$ cat src/rtl/operand_feeder.sv
// operand_feeder: packs a serial word stream into INPUT_NUM-lane vectors, with flush of partial groups
module operand_feeder #(
    parameter int INPUT_NUM = 4,
    parameter int WIDTH     = 32,
    localparam int IW = $clog2(INPUT_NUM),
    localparam int CW = $clog2(INPUT_NUM + 1)
) (
    input  logic                                clk,
    input  logic                                rst,
    input  logic [WIDTH-1:0]                    s_data,
    input  logic                                s_valid,
    output logic                                s_ready,
    input  logic                                flush,
    output logic                                flush_ack,
    output logic [INPUT_NUM-1:0][WIDTH-1:0]     m_data,
    output logic                                m_valid,
    input  logic                                m_ready,
    output logic [CW-1:0]                       m_count
);
    logic [IW-1:0]                  fill_idx;
    logic [INPUT_NUM-1:0][WIDTH-1:0] asm_buf;
    logic [INPUT_NUM-1:0][WIDTH-1:0] merged;
    logic [CW-1:0]                  filled;
    logic                           slot_free;
    logic                           in_xfer;
    logic                           last;
    logic                           flush_go;
    logic                           emit;

    assign slot_free = !m_valid || m_ready;
    assign s_ready   = (fill_idx != IW'(INPUT_NUM - 1)) || slot_free;
    assign in_xfer   = s_valid && s_ready;
    assign last      = in_xfer && (fill_idx == IW'(INPUT_NUM - 1));
    assign filled    = CW'(fill_idx) + CW'(in_xfer);
    // flush_ack high means the held request was already consumed last edge
    assign flush_go  = flush && !flush_ack && (last || filled == '0 || slot_free);
    assign emit      = last || (flush_go && filled != '0);

    // buffer contents as they would be after this cycle's input word lands
    always_comb begin
        merged = asm_buf;
        if (in_xfer) merged[fill_idx] = s_data;
    end

    // assembly buffer is cleared on every emit so unfilled lanes read as zero
    always_ff @(posedge clk or negedge rst) begin
        if (!rst) begin
            asm_buf  <= '0;
            fill_idx <= '0;
        end else if (emit) begin
            asm_buf  <= '0;
            fill_idx <= '0;
        end else if (in_xfer) begin
            asm_buf  <= merged;
            fill_idx <= fill_idx + 1'b1;
        end
    end

    // output slot: load only when free, otherwise hold until consumed
    always_ff @(posedge clk or negedge rst) begin
        if (!rst) begin
            m_data    <= '0;
            m_count   <= '0;
            m_valid   <= 1'b0;
            flush_ack <= 1'b0;
        end else begin
            flush_ack <= flush_go;
            if (emit) begin
                m_data  <= merged;
                m_count <= filled;
                m_valid <= 1'b1;
            end else if (m_ready) begin
                m_valid <= 1'b0;
            end
        end
    end
endmodule

$ cat config.mk
export PLATFORM = sky130hd
export DESIGN_NAME = operand_feeder
export DESIGN_NICKNAME = d
export VERILOG_FILES = /design/src/rtl/operand_feeder.sv
export SDC_FILE = /design/constraint.sdc
export NUM_CORES = 1
export LEC_CHECK = 0
export BUFFER_PORTS_ARGS = -buffer_cell sky130_fd_sc_hd__buf_2
export CORE_ASPECT_RATIO = 0.75
export CORE_MARGIN = 1.5
export CORE_UTILIZATION = 56
export CTS_CLUSTER_DIAMETER = 150
export DETAILED_ROUTE_END_ITERATION = 8
export PLACE_DENSITY = 0.81
export SETUP_SLACK_MARGIN = 0.15
export SLEW_MARGIN = 25
export SYNTH_ARGS = -nofsm -noshare
export SYNTH_HDL_FRONTEND = slang
export SYNTH_SLANG_ARGS = --single-unit
$ cat constraint.sdc
create_clock -name clk -period 8.7 [get_ports clk]
set_clock_uncertainty 0.05 [all_clocks]
set_input_delay 0.435 -clock clk [delete_from_list [all_inputs] [get_ports clk]]
set_output_delay 0.435 -clock clk [all_outputs]
set_load 0.01 [all_outputs]
==> out/results.md <==
- count of pins over their slew limit: 0
- gr usage total: 0.2637
- Synth area leader: dfrtp_1
- most used flip-flop cell after synthesis: dfrtp_1
- class of the most critical hold timing path: in2reg
- class of the most critical setup path: reg2reg
- Longest Clk Path Bufs: 3
- initial antenna violation count: 0
- multi-input logic area: 0.004158 mm^2
- count of state elements after synthesis: 263
- via count normalized by instance count: 6.143
- area overhead of the layout relative to synthesis: 14.27%
- Clock Sinks: 263
- final worst path period need: 4853 ps
- Req. time, crit path: 8980 ps
- clock buffer count from CTS: 25
- vertical extent of the die: 126.2 um
- number of resized instances in the post-cts repair step: 0
- number of synthesized flops with an enable pin: 0
- origin of the worst setup path: fill_idx[0]
- result of the run: completed
- Core Box Area: 0.01960 mm^2
- number of max-cap violations: 0
- maximum number of pins on one net before global-route repair: 140
- Worst Max-Slew Pin Slew: 1034 ps
- reg2reg start: fill_idx[0]
- global-route wire length before repair: 44.55 mm
- filler instances: 1442
- worst slack at placement: 3934 ps
- vias after detailed routing: 7967
- number of failing hold endpoints at the final stage: 0
- WL/cell: 21.07 um
- root buffer cell: clkbuf_16
- minimum setup slack among reg-to-reg paths: 3850 ps
- leakage: 5.778 nW
- number of global-route vias before repair: 7922
- kind of launch point of the worst setup path: flop
- Std-Cell Rows: 44
- instance area after placement: 0.01197 mm^2
- Post-synth ARST share: 1.000
- Detailed Place HPWL: 15.73 mm
- total nets after synthesis: 943
- initial drt markers: 828
- most frequent cell after synthesis: dfrtp_1
- Final period util: 0.5579
- Residual DRC: 0
- area fraction of the dominant cell type after synthesis: 0.5804
- Die ar.: 0.02112 mm^2
- CTS tree: yes
- die extent in x: 167.3 um
- Setup crit end kind: flop
- crit path setup slack, layout: 3847 ps
- Crit path max-delay family: buffers and inverters
- count of TritonRoute iterations in the first routing pass: 8
- Worst Path Buf+Inv: 2
- yosys warns: 0
- setup TNS after final layout: 0 ps
- number of distinct library cells after synthesis: 32
- worst-case headroom to the max-slew limit: 0.3088
- worst path arrival time: 5130 ps
- Setup violations, final: 0
- Most common cell on crit path: ha_1
- top cells by area in the synthesized netlist: dfrtp_1 58%, mux2i_1 11%, a22o_1 7.4%
- gate count of the mapped netlist: 900
- most used standard cells in the synthesized netlist: 263 x dfrtp_1, 129 x a21oi_1, 128 x mux2i_1
- clock slew seen by the registers of the worst setup and hold paths: 60 ps
- total number of H-tree levels: 1
- fraction of final layout cells sized beyond drive strength 1: 0.2589
- delay of the slowest cell on the worst path: 840 ps
- netlist area before placement: 0.01134 mm^2
- clock latency on the worst-skew pair: 520 ps
- Post-Route WL: 27.33 mm
- register area share after synthesis: 0.5804
- overall power consumption: 5.176 mW
- hold path start: m_ready
- remaining global-route overflow: 0
- initial core utilization: 0.5785
- # port buffers: 170
- Post-Syn Area per Cell: 12.60 um^2
- final standard cell area without fillers: 0.01296 mm^2
- cell with the largest stage delay on the worst path: buf_4
- final net count: 1070
- VDD IR max: 255.7 uV
- global placement routability congestion: 0.7739
- Pwr per Cell Area: 399.5 mW/mm^2
- achievable clock frequency: 0.2060 GHz
- Storage cell area: 0.006581 mm^2
- CP Cell Sequence: ha_1 > nand3b_1 > and2_1 > ha_1 > ha_1 > or3_1 > nor3b_4 > buf_4 > or2_4 > buf_4 > a21oi_1
- largest fanout of any net on the critical path: 90
- # IOs: 171
- unrepaired setup endpoints after global routing: no
- Antenna Violating Nets Remaining: 0
-- registers in the layout, summed over array words and instances (netlist names) --
signal and count:
m_data 128, fill_idx 2, asm_buf 128, flush_ack 1
m_count 3, m_valid 1
-- placed cells by master (no fill, tap or decap), types with 3 or more instances in the layout --
master	instances
and3_4	4
and2_1	33
mux2_2	3
nand2_1	4
buf_2	169
nor3_2	31
ha_1	6
bufinv_16	5
nor2_4	3
dfrtp_1	263
clkinv_2	4
nor3_1	97
a21oi_4	3
or2_2	3
nor2b_1	3
clkbuf_1	3
buf_16	3
mux2i_1	128
a22o_1	96
clkbuf_16	25
buf_4	7
clkbuf_8	5
a21oi_1	129
-- final cells by class --
type / instances / share of cell area
clock inverters: 10 / 0.01381
clock buffers: 33 / 0.05447
flip-flops and latches: 263 / 0.5080
multi-input cells: 554 / 0.3209
well taps: 253 / 0.02443
repair buffers: 181 / 0.07764
inverters: 2 / 0.0005794
diodes: 1 / 0.0001931
-- report_power, final --
| part | switching (mW) | total [mW] | internal, mW |
|---|---|---|---|
| clock network | 0.459 | 1.18 | 0.716 |
| logic | 1.13 | 1.98 | 0.842 |
| registers | 0.316 | 2.02 | 1.71 |
| total | 1.91 | 5.18 | 3.27 |
-- metal layers --
layer	vias up	global-route usage	routed length, um
met5	-	0	0
met4	0	0.05511	391
met3	28	0.06128	2133
met2	316	0.3730	11850
met1	4081	0.4143	12950
li1	3542	-	-
-- through the flow --
stage                       util  instances  hold slack, ps
after floorplan                -        900           89.41
after global placement    0.6105       1249           418.0
after detailed placement  0.6107       1249           420.1
after CTS                 0.6558       1292           50.12
after global routing      0.6609       1296           194.3
final                     0.6611       1297           190.3
-- worst min-delay path, delay by kind of cell --
family                 cells  cell delay, ps
AND/OR/NAND/NOR            2             170
buffers and inverters      1             100
-- worst paths after layout --
path / cells past startpoint / endpoint
setup / recovery: 11 / m_data[21]
hold / removal: 3 / m_valid
setup reg to reg: 11 / m_data[21]
hold reg to reg: 1 / asm_buf[100]
max in group asynchronous: 4 / m_data[26]
min in group asynchronous: 2 / m_data[72]
-- cells by family (layout without fill, tap and decap cells) --
| kind of cell | after synthesis | in the layout | share of synthesized area |
|---|---|---|---|
| xor gates and xnor gates | 1 | 1 | 0.0007726 |
| and+or+nand+nor | 187 | 187 | 0.1052 |
| buffers and inverters | 83 | 226 | 0.05518 |
| muxes | 131 | 131 | 0.1160 |
| AOI/OAI and AO/OA | 229 | 229 | 0.1358 |
| adders and majority gates | 6 | 6 | 0.006621 |
| other | 0 | 1 | 0 |
| DFF | 263 | 263 | 0.5804 |
-- what timing repair did --
item,4_1_cts,5_1_grt
endpoints found under the hold margin,0,65
setup buffers,0,0
hold buffers,0,1
Note: power is estimated with default switching activity, not from simulation.
